==> config.mk <==
export PLATFORM = sky130hd
export DESIGN_NAME = idu_decode_stage
export DESIGN_NICKNAME = d
export VERILOG_FILES = /design/src/rtl/idu_pkg.sv /design/src/rtl/idu_decode_comb.sv /design/src/rtl/idu_decode_stage.sv
export SDC_FILE = /design/constraint.sdc
export NUM_CORES = 1
export LEC_CHECK = 0
export ABC_AREA = 1
export BUFFER_PORTS_ARGS = -buffer_cell sky130_fd_sc_hd__buf_2
export CORE_MARGIN = 2
export CORE_UTILIZATION = 33
export CTS_BUF_LIST = sky130_fd_sc_hd__clkbuf_4 sky130_fd_sc_hd__clkbuf_8 sky130_fd_sc_hd__clkbuf_16
export DETAILED_ROUTE_END_ITERATION = 6
export PLACE_DENSITY = 0.62
export SLEW_MARGIN = 10
export SYNTH_ARGS = -nofsm -noshare
export SYNTH_HDL_FRONTEND = slang
export SYNTH_SLANG_ARGS = --single-unit
==> constraint.sdc <==
create_clock -name clk -period 1.7 [get_ports clk]
set_input_delay 0.34 -clock clk [delete_from_list [all_inputs] [get_ports clk]]
set_output_delay 0.34 -clock clk [all_outputs]
set_load 0.03 [all_outputs]
==> src/rtl/idu_pkg.sv <==
// Shared encodings for the IDU decode stage: ALU/immediate/branch codes,
// RV opcodes, the ebreak word, the decoded control bundle and the FSM states.
package idu_pkg;

  localparam logic [3:0] ALU_ADD   = 4'd0;
  localparam logic [3:0] ALU_SUB   = 4'd1;
  localparam logic [3:0] ALU_SLL   = 4'd2;
  localparam logic [3:0] ALU_SLT   = 4'd3;
  localparam logic [3:0] ALU_SLTU  = 4'd4;
  localparam logic [3:0] ALU_XOR   = 4'd5;
  localparam logic [3:0] ALU_SRL   = 4'd6;
  localparam logic [3:0] ALU_SRA   = 4'd7;
  localparam logic [3:0] ALU_OR    = 4'd8;
  localparam logic [3:0] ALU_AND   = 4'd9;
  localparam logic [3:0] ALU_COPYB = 4'd10;

  localparam logic [2:0] EXT_NONE = 3'd0;
  localparam logic [2:0] EXT_R    = 3'd1;
  localparam logic [2:0] EXT_I    = 3'd2;
  localparam logic [2:0] EXT_S    = 3'd3;
  localparam logic [2:0] EXT_B    = 3'd4;
  localparam logic [2:0] EXT_U    = 3'd5;
  localparam logic [2:0] EXT_J    = 3'd6;

  localparam logic [2:0] BR_NONE = 3'd0;
  localparam logic [2:0] BR_COND = 3'd1;
  localparam logic [2:0] BR_JAL  = 3'd2;
  localparam logic [2:0] BR_JALR = 3'd3;

  localparam logic [6:0] OPC_LUI      = 7'b0110111;
  localparam logic [6:0] OPC_AUIPC    = 7'b0010111;
  localparam logic [6:0] OPC_JAL      = 7'b1101111;
  localparam logic [6:0] OPC_JALR     = 7'b1100111;
  localparam logic [6:0] OPC_BRANCH   = 7'b1100011;
  localparam logic [6:0] OPC_LOAD     = 7'b0000011;
  localparam logic [6:0] OPC_STORE    = 7'b0100011;
  localparam logic [6:0] OPC_OP_IMM   = 7'b0010011;
  localparam logic [6:0] OPC_OP       = 7'b0110011;
  localparam logic [6:0] OPC_OP_IMM32 = 7'b0011011;
  localparam logic [6:0] OPC_OP32     = 7'b0111011;
  localparam logic [6:0] OPC_MISC_MEM = 7'b0001111;
  localparam logic [6:0] OPC_SYSTEM   = 7'b1110011;

  localparam logic [31:0] INST_EBREAK = 32'h00100073;

  typedef enum logic {ST_RUN = 1'b0, ST_HALT = 1'b1} idu_state_e;

  typedef struct packed {
    logic [3:0] aluct;
    logic [2:0] extop;
    logic       regwr;
    logic       alu_asr;
    logic       alu_bsr;
    logic       mem_rd;
    logic       mem_wr;
    logic [2:0] mem_op;
    logic [2:0] branch;
    logic       word;
    logic [4:0] rd;
    logic [4:0] rs1;
    logic [4:0] rs2;
    logic       illegal;
  } idu_ctrl_t;

  // alt selects SUB over ADD (funct3=0) and SRA over SRL (funct3=5).
  function automatic logic [3:0] alu_from_f3(input logic [2:0] f3, input logic alt);
    case (f3)
      3'd0:    return alt ? ALU_SUB : ALU_ADD;
      3'd1:    return ALU_SLL;
      3'd2:    return ALU_SLT;
      3'd3:    return ALU_SLTU;
      3'd4:    return ALU_XOR;
      3'd5:    return alt ? ALU_SRA : ALU_SRL;
      3'd6:    return ALU_OR;
      default: return ALU_AND;
    endcase
  endfunction

endpackage

==> src/rtl/idu_decode_comb.sv <==
// Combinational RV32I/RV64I instruction-to-control decode, parameterised on XLEN.
module idu_decode_comb
  import idu_pkg::*;
#(
  parameter int XLEN = 32
) (
  input  logic [31:0] inst_i,
  output idu_ctrl_t   ctrl_o
);

  localparam bit IS_RV32 = (XLEN == 32);

  logic [6:0] opcode;
  logic [2:0] f3;
  logic [6:0] f7;
  logic       ill;
  logic       word_v;
  logic       alt_v;
  logic       f3_w_ok;

  assign opcode  = inst_i[6:0];
  assign f3      = inst_i[14:12];
  assign f7      = inst_i[31:25];
  assign f3_w_ok = (f3 == 3'd0) || (f3 == 3'd1) || (f3 == 3'd5);

  always_comb begin
    ctrl_o     = '0;
    ill        = 1'b0;
    word_v     = 1'b0;
    alt_v      = 1'b0;
    ctrl_o.rd  = inst_i[11:7];
    ctrl_o.rs1 = inst_i[19:15];
    ctrl_o.rs2 = inst_i[24:20];
    case (opcode)
      OPC_LUI: begin
        ctrl_o.aluct = ALU_COPYB; ctrl_o.extop = EXT_U;
        ctrl_o.regwr = 1'b1;      ctrl_o.alu_bsr = 1'b1;
      end
      OPC_AUIPC: begin
        ctrl_o.aluct = ALU_ADD;   ctrl_o.extop = EXT_U;
        ctrl_o.regwr = 1'b1;      ctrl_o.alu_bsr = 1'b1;
      end
      OPC_JAL: begin
        ctrl_o.aluct = ALU_ADD;   ctrl_o.extop = EXT_J;
        ctrl_o.regwr = 1'b1;      ctrl_o.alu_bsr = 1'b1;
        ctrl_o.branch = BR_JAL;
      end
      OPC_JALR: begin
        ctrl_o.aluct = ALU_ADD;   ctrl_o.extop = EXT_I;
        ctrl_o.regwr = 1'b1;      ctrl_o.alu_asr = 1'b1; ctrl_o.alu_bsr = 1'b1;
        ctrl_o.branch = BR_JALR;
      end
      OPC_BRANCH: begin
        // beq/bne compare by subtraction, blt/bge by SLT, bltu/bgeu by SLTU.
        ctrl_o.aluct = !f3[2] ? ALU_SUB : (f3[1] ? ALU_SLTU : ALU_SLT);
        ctrl_o.extop = EXT_B;     ctrl_o.alu_asr = 1'b1;
        ctrl_o.branch = BR_COND;
      end
      OPC_LOAD: begin
        ctrl_o.aluct = ALU_ADD;   ctrl_o.extop = EXT_I;
        ctrl_o.regwr = 1'b1;      ctrl_o.alu_asr = 1'b1; ctrl_o.alu_bsr = 1'b1;
        ctrl_o.mem_rd = 1'b1;     ctrl_o.mem_op = f3;
      end
      OPC_STORE: begin
        ctrl_o.aluct = ALU_ADD;   ctrl_o.extop = EXT_S;
        ctrl_o.alu_asr = 1'b1;    ctrl_o.alu_bsr = 1'b1;
        ctrl_o.mem_wr = 1'b1;     ctrl_o.mem_op = f3;
      end
      OPC_OP_IMM, OPC_OP_IMM32: begin
        word_v = (opcode == OPC_OP_IMM32);
        ctrl_o.aluct = alu_from_f3(f3, (f3 == 3'd5) && inst_i[30]);
        ctrl_o.extop = EXT_I;     ctrl_o.regwr = 1'b1;
        ctrl_o.alu_asr = 1'b1;    ctrl_o.alu_bsr = 1'b1;
        if (word_v && (IS_RV32 || !f3_w_ok)) ill = 1'b1;
        if ((f3 == 3'd1) && (inst_i[31:26] != 6'b000000)) ill = 1'b1;
        if ((f3 == 3'd5) && (inst_i[31:26] != 6'b000000) && (inst_i[31:26] != 6'b010000)) ill = 1'b1;
        // shamt[5] only exists for full-width shifts on RV64.
        if (((f3 == 3'd1) || (f3 == 3'd5)) && inst_i[25] && (IS_RV32 || word_v)) ill = 1'b1;
      end
      OPC_OP, OPC_OP32: begin
        word_v = (opcode == OPC_OP32);
        alt_v  = (f7 == 7'b0100000);
        ctrl_o.aluct = alu_from_f3(f3, alt_v);
        ctrl_o.extop = EXT_R;     ctrl_o.regwr = 1'b1;
        ctrl_o.alu_asr = 1'b1;
        if (!((f7 == 7'b0000000) || (alt_v && ((f3 == 3'd0) || (f3 == 3'd5))))) ill = 1'b1;
        if (word_v && (IS_RV32 || !f3_w_ok)) ill = 1'b1;
      end
      OPC_MISC_MEM: begin
        ctrl_o.extop = EXT_NONE;
      end
      OPC_SYSTEM: begin
        ctrl_o.aluct = ALU_ADD;   ctrl_o.extop = EXT_I;
        ctrl_o.alu_asr = 1'b1;    ctrl_o.alu_bsr = 1'b1;
      end
      default: ill = 1'b1;
    endcase
    ctrl_o.word = word_v && !IS_RV32;
    if (ill) begin
      ctrl_o.regwr  = 1'b0;
      ctrl_o.mem_rd = 1'b0;
      ctrl_o.mem_wr = 1'b0;
      ctrl_o.branch = BR_NONE;
      ctrl_o.word   = 1'b0;
    end
    ctrl_o.illegal = ill;
  end

endmodule

==> src/rtl/idu_decode_stage.sv <==
// Registered decode stage: valid/ready input, one bundle register, flush, ebreak HALT FSM.
// Optional perf counters under `define IDU_DECODE_PERF_EN.
module idu_decode_stage
  import idu_pkg::*;
#(
  parameter int XLEN    = 32,
  parameter int ALUCT_W = 4,
  parameter int EXTOP_W = 3
) (
  input  logic               clk,
  input  logic               rst,
  input  logic               in_valid,
  output logic               in_ready,
  input  logic [31:0]        in_inst,
  input  logic [XLEN-1:0]    in_pc,
  output logic               out_valid,
  input  logic               out_ready,
  output logic [XLEN-1:0]    out_pc,
  output logic [ALUCT_W-1:0] ALUct,
  output logic [EXTOP_W-1:0] Extop,
  output logic               RegWr,
  output logic               ALUAsr,
  output logic               ALUBsr,
  output logic               MemRd,
  output logic               MemWr,
  output logic [2:0]         MemOp,
  output logic [2:0]         Branch,
  output logic               Word,
  output logic [4:0]         rd,
  output logic [4:0]         rs1,
  output logic [4:0]         rs2,
  output logic               illegal,
  input  logic               flush,
  output logic               halt,
  input  logic               resume
`ifdef IDU_DECODE_PERF_EN
  ,
  output logic [31:0]        perf_inst,
  output logic [31:0]        perf_illegal
`endif
);

  // Handshake: a transfer happens on a cycle where in_valid && in_ready; the
  // bundle is held while out_valid && !out_ready and retires when out_ready is high.
  idu_state_e          state_q, state_d;
  logic                out_valid_q, out_valid_d;
  idu_ctrl_t           ctrl_q, ctrl_d, dec;
  logic [XLEN-1:0]     pc_q, pc_d;
  logic                xfer, accept;

  idu_decode_comb #(.XLEN(XLEN)) u_dec (
    .inst_i (in_inst),
    .ctrl_o (dec)
  );

  assign in_ready = (state_q == ST_RUN) && (!out_valid_q || out_ready);
  assign xfer     = in_valid && in_ready;
  assign accept   = xfer && !flush;

  always_comb begin
    state_d     = state_q;
    out_valid_d = out_valid_q;
    ctrl_d      = ctrl_q;
    pc_d        = pc_q;
    case (state_q)
      ST_RUN:  if (accept && (in_inst == INST_EBREAK)) state_d = ST_HALT;
      ST_HALT: if (resume) state_d = ST_RUN;
      default: state_d = ST_RUN;
    endcase
    if (flush) begin
      out_valid_d = 1'b0;
    end else if (xfer) begin
      out_valid_d = 1'b1;
      ctrl_d      = dec;
      pc_d        = in_pc;
    end else if (out_ready) begin
      out_valid_d = 1'b0;
    end
  end

  always_ff @(posedge clk) begin
    if (rst) begin
      state_q     <= ST_RUN;
      out_valid_q <= 1'b0;
      ctrl_q      <= '0;
      pc_q        <= '0;
    end else begin
      state_q     <= state_d;
      out_valid_q <= out_valid_d;
      ctrl_q      <= ctrl_d;
      pc_q        <= pc_d;
    end
  end

  assign out_valid = out_valid_q;
  assign out_pc    = pc_q;
  assign ALUct     = ALUCT_W'(ctrl_q.aluct);
  assign Extop     = EXTOP_W'(ctrl_q.extop);
  assign RegWr     = ctrl_q.regwr;
  assign ALUAsr    = ctrl_q.alu_asr;
  assign ALUBsr    = ctrl_q.alu_bsr;
  assign MemRd     = ctrl_q.mem_rd;
  assign MemWr     = ctrl_q.mem_wr;
  assign MemOp     = ctrl_q.mem_op;
  assign Branch    = ctrl_q.branch;
  assign Word      = ctrl_q.word;
  assign rd        = ctrl_q.rd;
  assign rs1       = ctrl_q.rs1;
  assign rs2       = ctrl_q.rs2;
  assign illegal   = ctrl_q.illegal;
  // halt is a direct view of the FSM state.
  assign halt      = (state_q == ST_HALT);

`ifdef IDU_DECODE_PERF_EN
  logic [31:0] perf_inst_q, perf_illegal_q;

  always_ff @(posedge clk) begin
    if (rst) begin
      perf_inst_q    <= '0;
      perf_illegal_q <= '0;
    end else if (accept) begin
      perf_inst_q    <= perf_inst_q + 32'd1;
      perf_illegal_q <= perf_illegal_q + {31'd0, dec.illegal};
    end
  end

  assign perf_inst    = perf_inst_q;
  assign perf_illegal = perf_illegal_q;
`endif

endmodule

Word-level counts from Yosys, hierarchy flattened:

Index checks and enable logic that the tools add are counted.

* output and inout port bits: 70
* register bits: 69
* bits of input ports: 70

* equal/unequal tests: 22
* reductions and logical operators: 31
* bitwise operators: 2
* multiplexer cells: 32

Operators with widths (number)
* $pmux 4 s7: 2
* $reduce_or 9->1: 4
* $eq 7x6->1 const B: 5
* $eq 32x21->1 const B: 1
* $eq 7x7->1 const B: 4
* $eq 7x5->1 const B: 3
* $mux 1: 20
* $pmux 3 s6: 1
* $pmux 4 s4: 1
* $logic_and 1x1->1: 10
* $reduce_or 2->1: 5
* $eq 3x3->1 const B: 3
* $mux 3: 3
* $eq 7x2->1 const B: 1
* $eq 7x4->1 const B: 1
* $logic_not 7->1: 1
* $eq 3x2->1 const B: 2
* $ne 6x5->1 const B: 1
* $pmux 2 s3: 1
* $reduce_bool 6->1: 1
* $reduce_or 5->1: 1
* $logic_or 1x1->1: 4
* $mux 4: 1
* $eq 3x1->1 const B: 1
* 8 further kinds: 10

Logic depth before layout (Yosys ltp):

Gate-level depths: netlist of the first run.

* depth in word-level cells: 8
* gate-level depth with buffers: 12

Modules after synthesis:

A second synthesis of the first run with hierarchy kept.

* cells, all modules: 484
* area total of the unflattened synthesis: 3389.5 um^2

By module, submodules not included
* idu_decode_stage: instances 1, area an instance 2688.8 um^2, cells an instance 349, sequential area each 1381.3 um^2
* idu_decode_comb: instances 1, area an instance 700.7 um^2, cells an instance 135, sequential area each 0.0 um^2

Worst setup path after synthesis of the first run:

OpenSTA, ideal clock, no wires.

* path kind: reg2reg
* start: register out_valid_q, in the netlist out_valid
* end: register pc_q[18], in the netlist out_pc[18]
* path buffers: 2
* library setup time: 0.116 ns
* slack: -0.026 ns
* required time: 1.584 ns
* period minus slack after synthesis: 1.726 ns
* arrival: 1.610 ns
* stages on the path, launching flop included: 9
* cell sequence: dfxtp_1 > a21oi_2 > nand2_1 > nor2_4 > inv_2 > buf_6 > buf_6 > nor2_1 > nor2_1

* word-level cells in the longest chain between the ends: 5

Ends and longest elaborated chain
* start, declared: RTL line idu_decode_stage.sv:46 `logic out_valid_q, out_valid_d;`
* start signal, assigned: RTL line idu_decode_stage.sv:89 `out_valid_q <= out_valid_d;`
* $logic_not 1->1: RTL line idu_decode_stage.sv:56 `assign in_ready = (state_q == ST_RUN) && (!out_valid_q || out_ready);`
* $logic_or 1x1->1: RTL line idu_decode_stage.sv:56
* $logic_and 1x1->1: RTL line idu_decode_stage.sv:56
* via in_ready: RTL line idu_decode_stage.sv:13 `output logic in_ready,`
* $logic_and 1x1->1: RTL line idu_decode_stage.sv:57 `assign xfer = in_valid && in_ready;`
* $reduce_and 2->1 (no source line)
* end signal, assigned: RTL line idu_decode_stage.sv:91 `pc_q <= pc_d;`
* end, declared: RTL line idu_decode_stage.sv:48 `logic [XLEN-1:0] pc_q, pc_d;`

The timed path passes the listed nets, and every way through them passes these cells.
A chain may end at the register's enable or synchronous reset.

Worst setup path in the final report of the first run:

* start: register out_valid_q, in the netlist out_valid
* end: register pc_q[11], in the netlist out_pc[11]

* word-level cells in the longest chain between the ends: 5

Ends and longest elaborated chain (RTL line)
* $logic_not 1->1: idu_decode_stage.sv:56
* $logic_or 1x1->1: idu_decode_stage.sv:56
* $logic_and 1x1->1: idu_decode_stage.sv:56
* $logic_and 1x1->1: idu_decode_stage.sv:57
* $reduce_and 2->1 (no source line)

No other way between the ends.

==> results.yml, run 1 <==
global_route:
  use_met1: 0.223
  first_global_vias: 2978
  grt_overflow_total: 0
  grt_max_degree: 38
  top_usage_layer: "met2"
  grt_util_met3: 0.0403
  grt_util_all_layers: 0.178
  grt_pass1_wl_um: 14000
  use_met2: 0.295
  antenna_found_initial: 0
cts:
  ctsHoldBuffers: 0
  cts-htree-levels: 3
  cts_tree: "built"
  clockBufferDepth: 2
  clockRootBuffer: "clkbuf_8"
  clk_latency_ns: 0.33
  cts_sinks: 67
  cts_buffers: 9
  post_cts_buffers: 0
  cts.clk_slew.worst_paths_ns: 0.08
logic_synthesis:
  synth_cells: 419
  async_flop_share: 0
  synth.distinct_cells: 29
  synth_edf_count: 0
  synth_top_cell_by_area: "dfxtp_1"
  synthesis.area_um2: 2890
  synth_most_common_cell: "nor2_1"
  ys_seq_area_frac: 0.464
  yosysWarnings: 0
  ys_seq_elements: 67
  synth.area.top_cells: "dfxtp_1 46%, nor2_1 16%, o21ai_0 10%"
  ys.flop_type: "dfxtp_1"
  syn_avg_cell_area_um2: 6.90
  synth_top_area_frac: 0.464
  synth_top_cells_by_count: "127 x nor2_1, 67 x dfxtp_1, 61 x nand2_1"
setup_path:
  arrival_ns: 1.73
  cp_common_cell: "nor2_1"
  critPathMaxFanout: 22
  path_cells: "a21oi_4 -> nand2_1 -> nor2_4 -> inv_2 -> buf_4 -> nor2_1 -> nor2_1"
  worstSetupEndpointType: "flip-flop"
  criticalPathCategory: "reg -> reg"
  max_stage_delay_ns: 0.35
  worst_ep_required_time_ns: 1.92
  critPathSlowestCell: "dfxtp_1"
  start_kind: "flip-flop"
die:
  ioPinCount: 140
  core_area_um2: 8590
  die_height_um: 97.6
  start_util: 0.336
  die_w_um: 97.6
  placementRows: 34
  dieArea_um2: 9530
placed_design:
  gp_congestion: 0.932
  hpwl_um: 6600
  placedInstanceArea_um2: 3690
  pre_cts_ws_ns: -0.0280
  port_buffers: 137
  dp.cells: 654
pwr:
  p_per_area_nw_per_um2: 900
  power_frac_clock: 0.321
  p_switching_mw: 1.07
  power.combinational.fraction: 0.188
  seqPwrFrac: 0.491
  ir_drop_v: 0.000471
  p_sw_frac: 0.308
  finalPower_mw: 3.47
  p_int_mw: 2.40
  p_leak_nw: 2.01
final_layout:
  finalInstanceArea_um2: 3850
  n_fill_cell: 906
  seq_area_um2: 1340
  final_nets: 627
  layout-area-overhead-vs-synth_pct: 33.3
  antenna_cells: 0
  fin_cells: 669
  multi_input_area_um2: 1340
  drive_above_1_share: 0.305
timing:
  max_freq_mhz: 664
  setup_violations: 0
  drv_slew: 0
  relSlewSlack: 0.660
  fin_tns_setup_ns: 0
  period_minus_slack_ns: 1.51
  rsz0062_at_grt: "no"
  fin_skew_ns: 0.0102
  fin_ws_ns: 0.193
  hold_violations: 0
  tightest_slew_ns: 0.505
  fin_crit_sh: 0.886
run:
  maxCapViolations: 0
routing:
  wirelength_um: 8680
  vias: 3127
  drt_pre_antenna_iters: 4
  drt_iter0_drc: 118
  postRouteAntennaNets: 0
  route.detailed.drc: 0
  wl_per_cell_um: 13.0
  drt-vias-per-instance: 4.67
outcome:
  status: "finished clean"
hold_path:
  hold_class: "in -> reg"
-- cell usage in the layout (no fill, tap or decap), types with 2 or more instances in the layout --
cell type  instances
a21oi_1           15
a31oi_1            2
buf_2            137
buf_4             11
clkbuf_8           9
clkinv_2           3
conb_1             2
dfxtp_1           67
inv_1             24
inv_2              2
nand2_1           61
nand2_2            2
nand3_1           11
nand4_1            6
nor2_1           127
nor3_1             3
nor4_1             4
o21ai_0           59
o22ai_1            2
o31ai_1            2
-- metal layers --
metal  vias to the layer above  wire (um)  share of wire
li1                       1626          -              -
met1                      1406       3850           0.44
met2                        77       4180           0.48
met3                        18        414          0.048
met4                         0        229          0.026
met5                         -          0              0
-- logic make-up (layout without fill, tap and decap cells) --
family / after synthesis / count (layout) / share of synthesized area
and+or+nand+nor: 217 / 217 / 0.302
AOI/OAI and AO/OA: 85 / 85 / 0.155
DFF: 67 / 67 / 0.464
buffers and inverters: 49 / 190 / 0.0770
other: 1 / 2 / 0.00130
-- power groups by stage --
| stage | registers (mW) | logic [mW] | clock network [mW] |
|---|---|---|---|
| floorplan | 1.92 | 0.229 | 0 |
| global placement | 1.74 | 0.651 | 0 |
| detailed placement | 1.74 | 0.655 | 0 |
| CTS | 1.70 | 0.657 | 1.15 |
| global route | 1.71 | 0.716 | 1.21 |
| finish | 1.70 | 0.653 | 1.11 |
-- registers in the layout, indices dropped and copies added (netlist names) --
signal and cells:
rs2 5, MemWr 1, out_pc 32, MemRd 1
MemOp 3, rs1 5, ALUct 4, out_valid 1
rd 5, RegWr 1, Branch 2, halt 1
Extop 3, ALUAsr 1, illegal 1, ALUBsr 1
-- metrics by stage --
stage | utilization | hold WS, ns
4_1_cts | 0.448 | 0.213
3_5_place_dp | 0.429 | 0.451
3_3_place_gp | 0.429 | 0.446
6_report | 0.449 | 0.231
2_1_floorplan | - | 0.475
5_1_grt | 0.449 | 0.225
-- critical path: cells and delay by family (launching register included) --
| family | cells | cell delay (ns) |
|---|---|---|
| compound gates | 1 | 0.16 |
| flops | 1 | 0.35 |
| buf+inv | 2 | 0.37 |
| simple gates | 4 | 0.51 |
-- final timing paths --
path | startpoint | endpoint | slack (ns) | depth (start not counted)
worst max register to register | out_valid | out_pc[11] | 0.19 | 7
worst min-delay path | in_pc[20] | out_pc[20] | 0.23 | 3
worst max-delay path | out_valid | out_pc[11] | 0.19 | 7
worst min register to register | Extop[0] | Extop[0] | 0.46 | 2
-- area by class of cell --
class                      instances  share of cell area
clock buffer                      10              0.0341
clock inverter                     5             0.00811
inverter                          26              0.0253
multi-input combinational        304               0.347
sequential                        67               0.348
tap                              108              0.0351
timing repair buffer             149               0.202
-- what timing repair did --
| item | 4_1_cts | 5_1_grt |
|---|---|---|
| hold endpoints to repair | 0 | 0 |
| resized for setup | 0 | 1 |
| setup endpoints to repair | 0 | 1 |
Note: power is estimated with default switching activity, not from simulation.
==> inputs of run 2 (changes only) <==
--- a/config.mk
+++ b/config.mk
@@ -12,4 +12,6 @@
 export CTS_BUF_LIST = sky130_fd_sc_hd__clkbuf_4 sky130_fd_sc_hd__clkbuf_8 sky130_fd_sc_hd__clkbuf_16
+export CTS_CLUSTER_SIZE = 8
 export DETAILED_ROUTE_END_ITERATION = 6
 export PLACE_DENSITY = 0.62
+export RECOVER_POWER = 50
 export SLEW_MARGIN = 10
==> constraint.sdc (replaced) <==
create_clock -name clk -period 1.7 [get_ports clk]
set_input_delay 0.17 -clock clk [delete_from_list [all_inputs] [get_ports clk]]
set_output_delay 0.17 -clock clk [all_outputs]
set_load 0.03 [all_outputs]
==> run 2 against run 1 <==
Clock-buffer cell count unchanged. Flip-flop and latch count unchanged. Final area down 2.0%. Clock skew up 0.0011 ns. Clock power up 8%. Sequential share of layout area up 0.70 points. Total power up 1.8%. Worst hold slack worse by 0.17 ns. Critical path depth unchanged. Highest routed layer unchanged. Register-to-register slack better by 0.03 ns. Setup slack better by 0.027 ns.
==> results.yml, run 2 (synthesis gave the netlist of run 1 again) <==
routing:
  vias: 3241
  postRouteAntennaNets: 0
  route.detailed.drc: 0
  wl_per_cell_um: 13.2
  drt_pre_antenna_iters: 4
  wirelength_um: 8800
  drt-vias-per-instance: 4.87
  drt_iter0_drc: 93
setup_path:
  r2r.worst_path.cells: 7
  reg2reg_to: "Extop[0]"
  critPathMaxFanout: 19
  cp-startpoint: "out_valid"
  start_kind: "flip-flop"
  arrival_ns: 1.74
  r2r_slack_ns: 0.22
  reg2reg_from: "out_valid"
  criticalPathCategory: "reg -> reg"
  worst_ep_required_time_ns: 1.96
  worstSetupEndpointType: "flip-flop"
outcome:
  status: "finished clean"
global_route:
  first_global_vias: 3003
  antenna_found_initial: 0
  grt_pass1_wl_um: 14300
  grt_util_all_layers: 0.182
  grt_overflow_total: 0
  grt_max_degree: 38
pwr:
  p_switching_mw: 1.12
  p_leak_nw: 1.74
  power.combinational.fraction: 0.179
  ir_drop_v: 0.000550
  finalPower_mw: 3.53
  p_sw_frac: 0.317
  seqPwrFrac: 0.483
  p_per_area_nw_per_um2: 935
  power_frac_clock: 0.338
  p_int_mw: 2.41
cts:
  clockRootBuffer: "clkbuf_8"
  cts_buffers: 9
  post_cts_buffers: 0
  clk_latency_ns: 0.33
  cts-htree-levels: 3
  cts_resized: 0
  clockBufferDepth: 2
  cts.clk_slew.worst_paths_ns: 0.08
  cts_tree: "built"
  ctsHoldBuffers: 0
  cts_sinks: 67
timing:
  max_freq_mhz: 675
  fin_skew_ns: 0.0112
  fin_crit_sh: 0.871
  hold_violations: 0
  period_minus_slack_ns: 1.48
  fin_ws_ns: 0.220
  setup_violations: 0
  fin_tns_setup_ns: 0
  rsz0062_at_grt: "no"
  drv_slew: 0
hold_path:
  hold_class: "in -> reg"
  min_from: "in_pc[13]"
  min_path_cells: 3
  holdPathEnd: "out_pc[13]"
die:
  die_height_um: 97.6
  die_w_um: 97.6
  dieArea_um2: 9530
  placementRows: 34
  ioPinCount: 140
  core_area_um2: 8590
  start_util: 0.336
placed_design:
  hpwl_um: 6550
  pre_cts_ws_ns: 0.223
  gp_congestion: 0.871
  placedInstanceArea_um2: 3680
  port_buffers: 137
final_layout:
  fin_util: 0.440
  antenna_cells: 0
  largest_register_ffs: 32
  n_fill_cell: 959
  final_common_cell: "nor2_1"
  final_cell_mix: "127 x nor2_1, 71 x buf_2, 67 x dfxtp_1"
  finalInstanceArea_um2: 3780
  layout-area-overhead-vs-synth_pct: 30.7
  drive_above_1_share: 0.183
  final_nets: 623
run:
  maxCapViolations: 0
==> run 2: critical path, stage by stage (launching register included) <==
cell     delay, ns
dfxtp_1       0.40
a21oi_4       0.07
nand2_1       0.12
nor2_4        0.06
inv_2         0.31
buf_4         0.24
nand2_1       0.06
a21oi_1       0.14
==> run 2: layer usage <==
layer | share of wire | vias up | global-route usage
met3 | 0.061 | 12 | 0.0496
met4 | 0.017 | 0 | 0.0491
met1 | 0.43 | 1497 | 0.232
met5 | 0 | - | 0
met2 | 0.49 | 111 | 0.303
li1 | - | 1621 | -
==> run 2: layout make-up <==
class / instances / area (um2) / area share
tap: 108 / 135 / 0.0358
timing repair buffer: 145 / 688 / 0.182
clock inverter: 6 / 40.0 / 0.0106
inverter: 26 / 97.6 / 0.0258
sequential: 67 / 1340 / 0.355
multi-input combinational: 304 / 1340 / 0.354
clock buffer: 10 / 138 / 0.0364
==> run 2: worst max-delay path by stage <==
stage | to | slack [ns] | depth (start not counted)
2_1_floorplan | out_pc[18] | 0.07 | 8
5_1_grt | MemOp[1] | 0.08 | 7
4_1_cts | Extop[0] | 0.19 | 7
3_3_place_gp | Extop[1] | 0.29 | 7
3_5_place_dp | Extop[0] | 0.22 | 7
6_report | Extop[0] | 0.22 | 7
==> run 2: through the flow <==
| stage | hold slack [ns] | std cells |
|---|---|---|
| CTS | 0.0427 | 666 |
| finish | 0.0556 | 666 |
| detailed placement | 0.399 | 650 |
| global route | 0.0360 | 666 |
| global placement | 0.392 | 650 |
| floorplan | 0.305 | 420 |
==> run 2: power groups by stage <==
stage	registers [mW]	logic, mW	clock network, mW
finish	1.71	0.634	1.20
global route	1.72	0.694	1.31
CTS	1.70	0.662	1.24
detailed placement	1.74	0.661	0
global placement	1.74	0.652	0
floorplan	1.92	0.229	0
